==> src/rtl/btn_pkg.sv <==
// Shared constants for the push-button conditioning path: bit order and debounce defaults.
package btn_pkg;

    localparam int unsigned NUM_BTN   = 4;
    localparam int unsigned BTN_UP    = 0;
    localparam int unsigned BTN_LEFT  = 1;
    localparam int unsigned BTN_RIGHT = 2;
    localparam int unsigned BTN_DOWN  = 3;

    // 10 ms at 100 MHz
    localparam int unsigned DB_CYCLES_DEF = 1000000;
    localparam int unsigned CNT_W_DEF     = 20;

endpackage : btn_pkg

==> src/rtl/btn_debounce.sv <==
// One button: two-flop synchroniser, stable-time debounce counter, and press/release edge pulses.
module btn_debounce
    import btn_pkg::*;
#(
    parameter int unsigned DB_CYCLES = DB_CYCLES_DEF,
    parameter int unsigned CNT_W     = CNT_W_DEF
) (
    input  logic i_clk,
    input  logic i_rst_n,
    input  logic i_btn,
    output logic o_held,
    output logic o_press,
    output logic o_release
);

    localparam logic [CNT_W-1:0] CNT_MAX = CNT_W'(DB_CYCLES - 1);

    logic             r_s1;
    logic             r_s2;
    logic             r_stable;
    logic             r_prev;
    logic [CNT_W-1:0] r_cnt;

    // Metastability guard for the raw asynchronous input
    always_ff @(posedge i_clk or negedge i_rst_n) begin
        if (!i_rst_n) begin
            r_s1 <= 1'b0;
            r_s2 <= 1'b0;
        end else begin
            r_s1 <= i_btn;
            r_s2 <= r_s1;
        end
    end

    // Stable level flips only after DB_CYCLES consecutive mismatching samples
    always_ff @(posedge i_clk or negedge i_rst_n) begin
        if (!i_rst_n) begin
            r_stable <= 1'b0;
            r_cnt    <= '0;
        end else if (r_s2 == r_stable) begin
            r_cnt <= '0;
        end else if (r_cnt == CNT_MAX) begin
            r_stable <= r_s2;
            r_cnt    <= '0;
        end else begin
            r_cnt <= r_cnt + CNT_W'(1);
        end
    end

    always_ff @(posedge i_clk or negedge i_rst_n) begin
        if (!i_rst_n) begin
            r_prev <= 1'b0;
        end else begin
            r_prev <= r_stable;
        end
    end

    assign o_held    = r_stable;
    assign o_press   = r_stable & ~r_prev;
    assign o_release = ~r_stable & r_prev;

endmodule : btn_debounce

==> src/rtl/btn_conditioner.sv <==
// Debounces the four push buttons and derives direction-move levels with opposing-axis cancellation.
module btn_conditioner
    import btn_pkg::*;
#(
    parameter int unsigned DB_CYCLES = DB_CYCLES_DEF,
    parameter int unsigned CNT_W     = CNT_W_DEF
) (
    input  logic               i_clk,
    input  logic               i_rst_n,
    input  logic [NUM_BTN-1:0] i_btn,
    output logic [NUM_BTN-1:0] o_held,
    output logic [NUM_BTN-1:0] o_press,
    output logic [NUM_BTN-1:0] o_release,
    output logic               o_up,
    output logic               o_left,
    output logic               o_right,
    output logic               o_down
);

    logic [NUM_BTN-1:0] w_held;
    logic [NUM_BTN-1:0] w_press;
    logic [NUM_BTN-1:0] w_release;

    for (genvar g = 0; g < NUM_BTN; g++) begin : g_btn
        btn_debounce #(
            .DB_CYCLES (DB_CYCLES),
            .CNT_W     (CNT_W)
        ) u_debounce (
            .i_clk     (i_clk),
            .i_rst_n   (i_rst_n),
            .i_btn     (i_btn[g]),
            .o_held    (w_held[g]),
            .o_press   (w_press[g]),
            .o_release (w_release[g])
        );
    end

    assign o_held    = w_held;
    assign o_press   = w_press;
    assign o_release = w_release;

    // Opposing buttons held together cancel on that axis
    assign o_up    = w_held[BTN_UP]    & ~w_held[BTN_DOWN];
    assign o_down  = w_held[BTN_DOWN]  & ~w_held[BTN_UP];
    assign o_left  = w_held[BTN_LEFT]  & ~w_held[BTN_RIGHT];
    assign o_right = w_held[BTN_RIGHT] & ~w_held[BTN_LEFT];

endmodule : btn_conditioner

==> config.mk <==
export PLATFORM = sky130hd
export DESIGN_NAME = btn_conditioner
export DESIGN_NICKNAME = d
export VERILOG_FILES = /design/src/rtl/btn_pkg.sv /design/src/rtl/btn_debounce.sv /design/src/rtl/btn_conditioner.sv
export SDC_FILE = /design/constraint.sdc
export NUM_CORES = 1
export LEC_CHECK = 0
export BUFFER_PORTS_ARGS = -buffer_cell sky130_fd_sc_hd__buf_2
export CAP_MARGIN = 0
export CELL_PAD_IN_SITES_DETAIL_PLACEMENT = 0
export CELL_PAD_IN_SITES_GLOBAL_PLACEMENT = 1
export CORE_ASPECT_RATIO = 0.6
export CORE_UTILIZATION = 43
export DETAILED_ROUTE_END_ITERATION = 12
export HOLD_SLACK_MARGIN = 0.06
export PLACE_DENSITY_LB_ADDON = 0.1
export SYNTH_ARGS = -nofsm -noshare
export SYNTH_HDL_FRONTEND = slang
export SYNTH_SLANG_ARGS = --single-unit
==> constraint.sdc <==
create_clock -name i_clk -period 2.45 [get_ports i_clk]
set_input_delay 0.1225 -clock i_clk [delete_from_list [all_inputs] [get_ports i_clk]]
set_output_delay 0.1225 -clock i_clk [all_outputs]
set_load 0.005 [all_outputs]
==> impl_metrics.py, run 1 <==
metrics = {
    "synth": {
        "synth_top_family_by_area": "simple AND/OR/NAND/NOR gates",
        "avgSynthCellArea_um2": 10.1,
        "synthesis.instances": 465,
        "synth_cell_types": 32,
        "yosysTopAreaCell": "dfrtp_1",
        "netlist_top_cells_area": "dfrtp_1 51%, xnor2_1 9.7%, nor2_1 6.6%",
        "syn_nets": 475,
        "ys_seq_area_share_pct": 51.4,
        "synth_fa_ha_area_share_pct": 1.07,
        "synth-xor-area-share_pct": 11.8,
        "ys_ff_latch": 96,
        "syn_area_um2": 4680,
        "synth-simple-area-share_pct": 24.9,
        "synth_compound_area_share_pct": 4.01,
        "synth_top_area_share_pct": 51.4,
        "synthMuxAreaShare_pct": 2.25,
        "synthesis.yosys.warnings": 0,
    },
    "clock_tree": {
        "htree_num_levels": 3,
        "insertion_delay_ns": 0.34,
        "cts_buffer_depth": 2,
        "cts_sinks": 96,
        "cts_setup_buffers": 0,
        "cts_tree": "yes",
        "numCtsBuffers": 9,
        "root_buffer": "clkbuf_16",
        "clkTransAtPathRegs_ns": 0.07,
    },
    "power_and_ir_drop": {
        "peakVddDrop_uv": 343,
        "power_frac_seq_pct": 51.9,
        "p_int_mw": 2.46,
        "swShare_pct": 21.6,
        "p_per_area_nw_per_um2": 598,
        "pwr-share-comb_pct": 3.2,
        "leakagePower_nw": 2.11,
        "pwr-share-clk_pct": 44.9,
        "p_switching_uw": 677,
    },
    "critical_path": {
        "crit_chain": "or4_1, or4_4, nor2_1, mux2_2",
        "crit_path_max_incr_delay_ns": 0.53,
        "worstReg2RegStart": "g_btn[2].u_debounce.r_cnt[12]",
        "arrival_ns": 2.41,
        "crit_fanout": 6,
        "worst_setup_path_end_kind": "register",
        "cp.required_ns": 2.68,
        "start_kind": "register",
        "critPathKind": "register to register",
        "setup.worst_path.start": "g_btn[2].u_debounce.r_cnt[12]",
        "crit_family": "simple AND/OR/NAND/NOR gates",
        "path_buf_inv": 0,
        "cp_slowest_cell": "or4_1",
    },
    "floorplanning": {
        "chipHeight_um": 82.8,
        "die_area_um2": 11300,
        "die_x_um": 137,
        "ios": 22,
        "core_area_um2": 10600,
        "std_cell_rows": 29,
        "start_util_pct": 44.3,
    },
    "route": {
        "wirelength_um": 8640,
        "antenna_left": 0,
        "wl_per_cell_um": 13.6,
        "vias_per_cell": 5.13,
        "drtPass1Iterations": 4,
        "vias": 3260,
        "drt_iter0_markers": 189,
        "drc": 0,
    },
    "place": {
        "dp_cells": 615,
        "dp_hpwl_um": 5780,
        "gp_congestion": 0.771,
        "port_buffers": 21,
    },
    "cells_and_area": {
        "finalNetCount": 502,
        "fin_cells": 635,
        "layout_common_cells": "96 x dfrtp_1, 82 x nor2_1, 52 x xnor2_1",
        "post-route-util_pct": 49.6,
        "antenna_cells": 0,
        "syn_to_final_growth_pct": 12.1,
        "drive_above_1_share_pct": 12.3,
        "final_common_cell": "dfrtp_1",
    },
    "global_route": {
        "grt_pass1_wl_um": 14700,
        "grt_max_degree": 51,
        "gr-usage-all-layers_pct": 17.0,
        "grt_pass1_vias": 2967,
        "overflow": 0,
        "antenna_found_initial": 0,
    },
    "timing": {
        "rsz0062_at_grt": "false",
        "maxSlewViolCount": 0,
        "finalCriticalPeriod_ns": 2.19,
        "tightestPinTransition_ns": 0.679,
        "tns_ns": 0,
        "slew_headroom_pct": 54.3,
        "fin_skew_ns": 0.00798,
        "min_period_over_period_pct": 89.2,
        "fmax_mhz": 457,
        "hold_viol": 0,
        "finalSetupViolations": 0,
    },
    "flow_run": {
        "maxCapViolCount": 0,
    },
    "status": {
        "outcome": "completed",
    },
    "min_path": {
        "hold_path.class": "primary input to asynchronous set/reset pin",
    },
}
flip-flops by register name (all words and copies together), names as in the netlist:
| signal | flops |
|---|---|
| g_btn.u_debounce.r_s1 | 4 |
| g_btn.u_debounce.r_prev | 4 |
| g_btn.u_debounce.r_s2 | 4 |
| g_btn.u_debounce.r_cnt | 80 |
| g_btn.u_debounce.o_held | 4 |
worst paths after layout:
path	to	slack [ns]	cells after the start
max reg2reg	g_btn[2].u_debounce.o_held	0.26	4
max in group asynchronous	g_btn[0].u_debounce.r_cnt[17]	1.39	3
min in group i_clk	g_btn[0].u_debounce.r_s2	0.35	0
min reg2reg	g_btn[0].u_debounce.r_s2	0.35	0
max	g_btn[2].u_debounce.o_held	0.26	4
min	g_btn[2].u_debounce.r_cnt[4]	0.35	2
metrics by stage:
step	power (mW)	area (um2)	hold slack [ns]	setup WS [ns]
2_1_floorplan	1.70	4680	-0.173	0.384
3_3_place_gp	1.75	4890	0.195	0.304
3_5_place_dp	1.76	4890	0.196	0.276
4_1_cts	3.19	5240	0.349	0.266
5_1_grt	3.29	5240	0.369	0.154
6_report	3.14	5240	0.348	0.263
power groups by stage:
stage / logic, mW / clock network, mW / registers [mW]
finish: 0.101 / 1.41 / 1.63
detailed placement: 0.0999 / 0 / 1.66
global placement: 0.0983 / 0 / 1.66
floorplan: 0.0507 / 0 / 1.65
CTS: 0.107 / 1.46 / 1.63
global route: 0.120 / 1.54 / 1.63
kinds of logic (layout without fill, tap and decap cells):
family	Yosys count	after routing
buffers and inverters	39	70
and+or+nand+nor	229	229
DFF	96	96
adders and majority gates	4	4
xor gates and xnor gates	63	63
AOI/OAI and AO/OA	24	24
muxes	10	10
layer usage:
| metal | global-route usage, % | part of all wire (%) | vias up |
|---|---|---|---|
| met2 | 24.0 | 40 | 61 |
| li1 | - | - | 1642 |
| met4 | 5.00 | 1.0 | 0 |
| met3 | 4.55 | 4.3 | 9 |
| met5 | 0 | 0 | - |
| met1 | 25.1 | 55 | 1548 |
cells in the mapped netlist:
library cell,instances
o21ai_0,8
and3_1,4
xor2_1,11
nor2_1,82
inv_1,21
a21oi_1,7
o31ai_1,1
dfrtp_1,96
nor2_2,1
mux2i_1,6
o31ai_4,1
buf_4,12
mux2_2,4
nand4_1,25
ha_1,4
o21ai_4,3
or3_1,3
nand2_1,19
nor4_1,22
nand3_1,23
nor3_1,20
xnor2_1,52
a31o_2,4
or4_1,6
or4_4,3
nor2b_1,12
or2_2,2
and2_1,4
buf_2,1
clkbuf_1,2
or4bb_1,3
buf_6,3
layout make-up:
cell class / instances / area, um2
Clock buffer: 11 / 243
Timing Repair Buffer: 34 / 230
Multi-Input combinational cell: 330 / 2060
Clock inverter: 4 / 53.8
Sequential cell: 96 / 2400
Tap cell: 139 / 174
Inverter: 21 / 78.8
Fill cell: 980 / 5320
timing repair:
item / CTS / global route
resized for setup: 0 / 0
hold endpoints to repair: 53 / 0
hold buffers: 5 / 0
No activity file was read; power rests on OpenSTA's default activity.
==> run 2, diff against run 1 <==
- CAP_MARGIN: 0 -> 10
- SYNTH_HIERARCHICAL: unset -> 1
- TNS_END_PERCENT: unset -> 100
==> run 2 against run 1 <==
Sequential share of layout area decreased by 1.1 points. Register-to-register slack improved by 0.30 ns. Via count decreased by 0.83%. Critical endpoint is now g_btn[2].u_debounce/r_cnt[7]. Largest power group is now clock. Total power increased by 8.9%. Non-clock buffer count decreased by 2.
==> impl_metrics.py, run 2 <==
metrics = {
    "synth": {
        "synthTopCellsByCount": "96 x dfrtp_1, 76 x nor2_1, 44 x xnor2_1",
        "synth_edf_count": 0,
        "ys_ff_latch": 96,
        "ys_seq_area_share_pct": 51.7,
        "synthesis.instances": 448,
        "avgSynthCellArea_um2": 10.4,
        "synthesis.yosys.warnings": 6,
        "synthFlopType": "dfrtp_1",
        "synth_most_common_cell": "dfrtp_1",
        "synth_cell_types": 28,
        "synthMuxAreaShare_pct": 2.69,
        "synth_compound_area_share_pct": 2.48,
        "netlist_top_cells_area": "dfrtp_1 52%, xnor2_1 8.3%, nor2_1 6.1%",
        "synth_top_area_share_pct": 51.7,
        "synth-xor-area-share_pct": 12.1,
        "synth_top_family_by_area": "simple AND/OR/NAND/NOR gates",
        "synthArstFlopShare_pct": 100,
        "yosysTopAreaCell": "dfrtp_1",
        "synth-simple-area-share_pct": 28.2,
        "syn_area_um2": 4640,
        "synth_fa_ha_area_share_pct": 1.08,
        "syn_nets": 458,
    },
    "global_route": {
        "grt_pass1_vias": 3051,
        "gr-usage-all-layers_pct": 18.2,
        "grt_max_degree": 42,
        "overflow": 0,
        "antenna_found_initial": 0,
        "grt_pass1_wl_um": 15600,
    },
    "floorplanning": {
        "ios": 22,
        "start_util_pct": 45.7,
        "chipHeight_um": 82.5,
        "std_cell_rows": 28,
        "die_x_um": 136,
        "core_area_um2": 10200,
        "die_area_um2": 11200,
    },
    "critical_path": {
        "cp.required_ns": 2.67,
        "crit_chain": "ha_1, and3_1, nand4_1, o21ai_2, buf_4, nor2_1",
        "r2r_cells": 6,
        "worstReg2RegStart": "g_btn[2].u_debounce/r_cnt[0]",
        "crit_path_max_incr_delay_ns": 0.41,
        "crit_family": "simple AND/OR/NAND/NOR gates",
        "worstReg2RegEnd": "g_btn[2].u_debounce/r_cnt[7]",
        "start_kind": "register",
        "crit_fanout": 12,
        "critPathKind": "register to register",
        "worst_setup_path_end_kind": "register",
        "reg2reg_slack_ns": 0.56,
        "cp_slowest_cell": "dfrtp_1",
        "arrival_ns": 2.11,
        "path_buf_inv": 1,
    },
    "power_and_ir_drop": {
        "pwr-share-comb_pct": 3.1,
        "p_int_mw": 2.75,
        "pwr-share-clk_pct": 49.1,
        "leakagePower_nw": 2.26,
        "p_per_area_nw_per_um2": 636,
        "p_switching_uw": 668,
        "power_frac_seq_pct": 47.7,
        "swShare_pct": 19.6,
        "peakVddDrop_uv": 327,
    },
    "place": {
        "gp_congestion": 0.764,
        "postPlaceCellArea_um2": 4960,
        "dp_hpwl_um": 6420,
        "port_buffers": 21,
    },
    "timing": {
        "slew_headroom_pct": 52.5,
        "tightestPinTransition_ns": 0.705,
        "hold_viol": 0,
        "rsz0062_at_grt": "false",
        "hold_ws_ns": 0.295,
        "fmax_mhz": 529,
        "maxSlewViolCount": 0,
        "tns_ns": 0,
        "finalCriticalPeriod_ns": 1.89,
        "finalSetupViolations": 0,
        "fin_skew_ns": 0.00740,
        "min_period_over_period_pct": 77.1,
    },
    "route": {
        "wirelength_um": 9100,
        "wl_per_cell_um": 14.5,
        "antenna_left": 0,
        "vias_per_cell": 5.16,
        "drt_iter0_markers": 190,
        "drc": 0,
        "drtPass1Iterations": 5,
        "vias": 3233,
    },
    "cells_and_area": {
        "fillers": 930,
        "top_register": "g_btn.u_debounce/r_cnt",
        "largest_reg_flops": 80,
        "syn_to_final_growth_pct": 15.6,
        "antenna_cells": 0,
        "fin_area_um2": 5370,
        "layout_common_cells": "96 x dfrtp_1, 76 x nor2_1, 44 x xnor2_1",
        "final_common_cell": "dfrtp_1",
        "finalNetCount": 497,
        "regArea_um2": 2400,
        "multi_input_area_um2": 2160,
        "drive_above_1_share_pct": 13.2,
    },
    "min_path": {
        "hold_path.class": "primary input to asynchronous set/reset pin",
    },
    "flow_run": {
        "maxCapViolCount": 0,
    },
    "clock_tree": {
        "ctsResizeCount": 0,
        "clkTransAtPathRegs_ns": 0.07,
        "cts_setup_buffers": 0,
        "htree_num_levels": 3,
        "cts_sinks": 96,
        "insertion_delay_ns": 0.34,
        "cts_buffer_depth": 2,
        "postCtsHoldBufs": 5,
        "root_buffer": "clkbuf_16",
        "cts_tree": "yes",
        "numCtsBuffers": 9,
    },
    "status": {
        "outcome": "completed",
    },
}
run 2: per-stage QoR:
step           utilization, %  total power [mW]  setup WS [ns]  instances
6_report                 52.9              3.41          0.561        627
5_1_grt                  52.9              3.55          0.351        627
4_1_cts                  52.9              3.47          0.534        627
3_5_place_dp             48.8              1.76          0.553        606
3_3_place_gp             48.8              1.76          0.571        606
2_1_floorplan               -              1.70          0.831        448
run 2: layout make-up:
type,count,area share (%)
flip-flops and latches,96,44.7
multi-input cells,332,40.3
well taps,135,3.15
clock inverters,5,2.40
clock buffers,11,4.33
repair buffers,32,4.01
inverters,16,1.12
run 2: power groups by stage:
stage / clock network (mW) / logic (mW) / registers (mW)
after floorplan: 0 / 0.0459 / 1.65
after global placement: 0 / 0.104 / 1.66
after detailed placement: 0 / 0.104 / 1.66
after CTS: 1.73 / 0.111 / 1.63
after global routing: 1.79 / 0.125 / 1.63
final: 1.68 / 0.107 / 1.63
run 2: cells by family (layout without fill, tap and decap cells):
kind of cell    Yosys count  count (layout)
buf+inv                  20              64
flops                    96              96
fa+ha+maj                 4               4
mux                      12              12
xor+xnor                 64              64
compound gates           20              20
simple gates            232             232
run 2: worst max-delay path by stage:
stage | startpoint | to | cells past startpoint
final | g_btn[2].u_debounce/r_cnt[0] | g_btn[2].u_debounce/r_cnt[7] | 6
after global placement | g_btn[2].u_debounce/r_cnt[0] | g_btn[2].u_debounce/r_cnt[4] | 6
after CTS | g_btn[2].u_debounce/r_cnt[0] | g_btn[2].u_debounce/r_cnt[4] | 6
after global routing | g_btn[2].u_debounce/r_cnt[0] | g_btn[2].u_debounce/r_cnt[9] | 6
after floorplan | g_btn[0].u_debounce/r_cnt[4] | g_btn[0].u_debounce/r_cnt[17] | 4
after detailed placement | g_btn[2].u_debounce/r_cnt[0] | g_btn[2].u_debounce/r_cnt[2] | 6
run 2: routing by layer:
metal | routed length, um | track usage, % | part of all wire (%)
met5 | 0 | 0 | 0
met3 | 280 | 4.40 | 3.1
met2 | 3550 | 24.6 | 39
met1 | 5240 | 28.3 | 58
met4 | 29 | 5.33 | 0.32
==> run 3, diff against run 2 <==
- ABC_AREA: unset -> 1
- clock period: 2.45 -> 1.8 ns (I/O delays scaled with it)
==> run 3 against run 2 <==
Total power increased by 29%. Final cell count increased by 39%. Flip-flop and latch count is the same. Non-clock buffer count is 3 lower. Global-route usage is 1.2 points higher. Worst hold slack worse by 0.098 ns. Critical path depth did not move. Combinational power grew 40%. Fmax is 20% higher. Die area is 14% higher. Sequential power is 36% higher. Clock skew shrank 0.00051 ns. Largest cell class is now multi-input combinational cells.
==> impl_metrics.py, run 3 <==
metrics = {
    "status": {
        "outcome": "completed",
    },
    "timing": {
        "finalSetupViolations": 0,
        "maxSlewViolCount": 0,
        "fin_skew_ns": 0.00689,
        "rsz0062_at_grt": "false",
        "tns_ns": 0,
        "min_period_over_period_pct": 87.4,
        "fin_ws_ns": 0.227,
        "slew_headroom_pct": 72.4,
        "hold_viol": 0,
        "tightestPinTransition_ns": 0.411,
        "fmax_mhz": 636,
        "hold_ws_ns": 0.197,
        "finalCriticalPeriod_ns": 1.57,
    },
    "synth": {
        "netlist_top_cells_area": "dfrtp_1 45%, nor2_1 11%, nand2_1 7.4%",
        "synth-simple-area-share_pct": 38.8,
        "synthesis.instances": 668,
        "synthFlopType": "dfrtp_1",
        "synth_edf_count": 0,
        "synth_compound_area_share_pct": 2.65,
        "synth-xor-area-share_pct": 7.18,
        "synthesis.yosys.warnings": 6,
        "ys_ff_latch": 96,
        "synth_most_common_cell": "nor2_1",
        "avgSynthCellArea_um2": 7.93,
        "synthMuxAreaShare_pct": 0,
        "synthArstFlopShare_pct": 100,
        "yosysTopAreaCell": "dfrtp_1",
        "synth_cell_types": 23,
        "synth_top_area_share_pct": 45.4,
        "syn_area_um2": 5300,
        "synth_top_family_by_area": "simple AND/OR/NAND/NOR gates",
        "syn_nets": 678,
        "synthTopCellsByCount": "160 x nor2_1, 104 x nand2_1, 96 x dfrtp_1",
        "ys_seq_area_share_pct": 45.4,
        "synth_fa_ha_area_share_pct": 0.945,
    },
    "clock_tree": {
        "cts_setup_buffers": 0,
        "cts_sinks": 96,
        "root_buffer": "clkbuf_16",
        "htree_num_levels": 3,
        "cts_buffer_depth": 2,
        "insertion_delay_ns": 0.35,
        "numCtsBuffers": 9,
        "clkTransAtPathRegs_ns": 0.06,
        "cts_tree": "yes",
    },
    "route": {
        "drtPass1Iterations": 5,
        "drc": 0,
        "drt_iter0_markers": 299,
        "antenna_left": 0,
        "vias_per_cell": 4.75,
        "vias": 4134,
        "wirelength_um": 11200,
        "wl_per_cell_um": 12.9,
    },
    "critical_path": {
        "path_buf_inv": 0,
        "critPathKind": "register to register",
        "cp.required_ns": 2.02,
        "start_kind": "register",
        "crit_family": "simple AND/OR/NAND/NOR gates",
        "cp_common_cell": "nand3_1",
        "cp_slowest_cell": "dfrtp_1",
        "worst_setup_path_end_kind": "register",
        "crit_path_max_incr_delay_ns": 0.37,
        "arrival_ns": 1.80,
        "crit_chain": "ha_1, nand3_1, nor2_2, nand3_1, nand2_1, nor2_1",
        "reg2reg_slack_ns": 0.23,
        "crit_fanout": 7,
    },
    "global_route": {
        "grt_pass1_wl_um": 19400,
        "grt_max_degree": 49,
        "grt_pass1_vias": 3905,
        "antenna_found_initial": 0,
        "gr-usage-all-layers_pct": 19.4,
        "overflow": 0,
    },
    "floorplanning": {
        "core_area_um2": 11600,
        "die_x_um": 145,
        "die_area_um2": 12800,
        "ios": 22,
        "std_cell_rows": 30,
        "start_util_pct": 45.5,
        "chipHeight_um": 88.0,
    },
    "power_and_ir_drop": {
        "leakagePower_nw": 2.58,
        "peakVddDrop_uv": 441,
        "p_per_area_nw_per_um2": 733,
    },
    "cells_and_area": {
        "finalNetCount": 718,
        "final_common_cell": "nor2_1",
        "largest_reg_flops": 80,
        "post-route-util_pct": 51.5,
        "top_register": "g_btn.u_debounce/r_cnt",
        "layout_common_cells": "160 x nor2_1, 104 x nand2_1, 96 x dfrtp_1",
        "antenna_cells": 0,
        "syn_to_final_growth_pct": 13.2,
        "drive_above_1_share_pct": 17.0,
    },
    "place": {
        "gp_congestion": 0.862,
        "port_buffers": 21,
        "dp_hpwl_um": 8330,
        "place_ws_ns": 0.266,
    },
    "min_path": {
        "hold_path.class": "primary input to asynchronous set/reset pin",
    },
    "flow_run": {
        "maxCapViolCount": 0,
    },
}
run 3: cell count changes in the layout (fill, tap and decap cells not counted), moves of 12 or more:
cell | before | now
nor2_1 | 76 | 160
nand2_1 | 24 | 104
inv_1 | 16 | 68
nor2_2 | 0 | 36
xnor2_1 | 44 | 8
nand3_1 | 24 | 48
nand2_2 | 0 | 20
nor4_1 | 16 | 0
nor2_4 | 0 | 12
run 3: final timing paths:
check | startpoint | endpoint | cells past startpoint
worst max register to register | g_btn[0].u_debounce/r_cnt[0] | g_btn[0].u_debounce/r_cnt[5] | 6
max in group asynchronous | i_rst_n | g_btn[0].u_debounce/o_held | 3
worst max-delay path | g_btn[0].u_debounce/r_cnt[0] | g_btn[0].u_debounce/r_cnt[5] | 6
worst min-delay path | i_rst_n | g_btn[1].u_debounce/r_cnt[10] | 2
min in group i_clk | g_btn[2].u_debounce/r_s1 | g_btn[2].u_debounce/r_s2 | 0
worst min register to register | g_btn[2].u_debounce/r_s1 | g_btn[2].u_debounce/r_s2 | 0
run 3: layer usage:
layer,share of wire [%],vias to the layer above,global-route usage [%]
li1,-,2170,-
met1,57,1885,30.3
met2,37,69,26.3
met3,5.0,10,4.32
met4,1.1,0,5.55
met5,0,-,0
run 3: cells by family after synthesis:
| kind of cell | after synthesis |
|---|---|
| buf+inv | 72 |
| simple gates | 428 |
| fa+ha+maj | 4 |
| flops | 96 |
| compound gates | 28 |
| xor+xnor | 40 |
run 3: timing repair:
item / in CTS / in global routing
hold buffers: 5 / 0
endpoints found under the hold margin: 77 / 0
gates resized for setup: 0 / 0
run 3: final cells by class:
type / count / area, um2
Sequential cell: 96 / 2400
Multi-Input combinational cell: 500 / 2620
Tap cell: 160 / 200
Clock inverter: 3 / 68.8
Clock buffer: 10 / 239
Fill cell: 1120 / 5640
Inverter: 72 / 270
Timing Repair Buffer: 29 / 193
run 3: power by group:
part | switching [mW] | internal (mW) | total (mW)
clock | 0.801 | 1.23 | 2.04
sequential | 0.0216 | 2.19 | 2.21
combinational | 0.105 | 0.0441 | 0.150
run 3: through the flow:
stage | total power, mW | instance area, um2 | std cells
3_5_place_dp | 2.40 | 5640 | 852
5_1_grt | 4.56 | 6000 | 870
6_report | 4.39 | 6000 | 870
4_1_cts | 4.47 | 6000 | 870
2_1_floorplan | 2.31 | 5300 | 668
3_3_place_gp | 2.39 | 5640 | 852
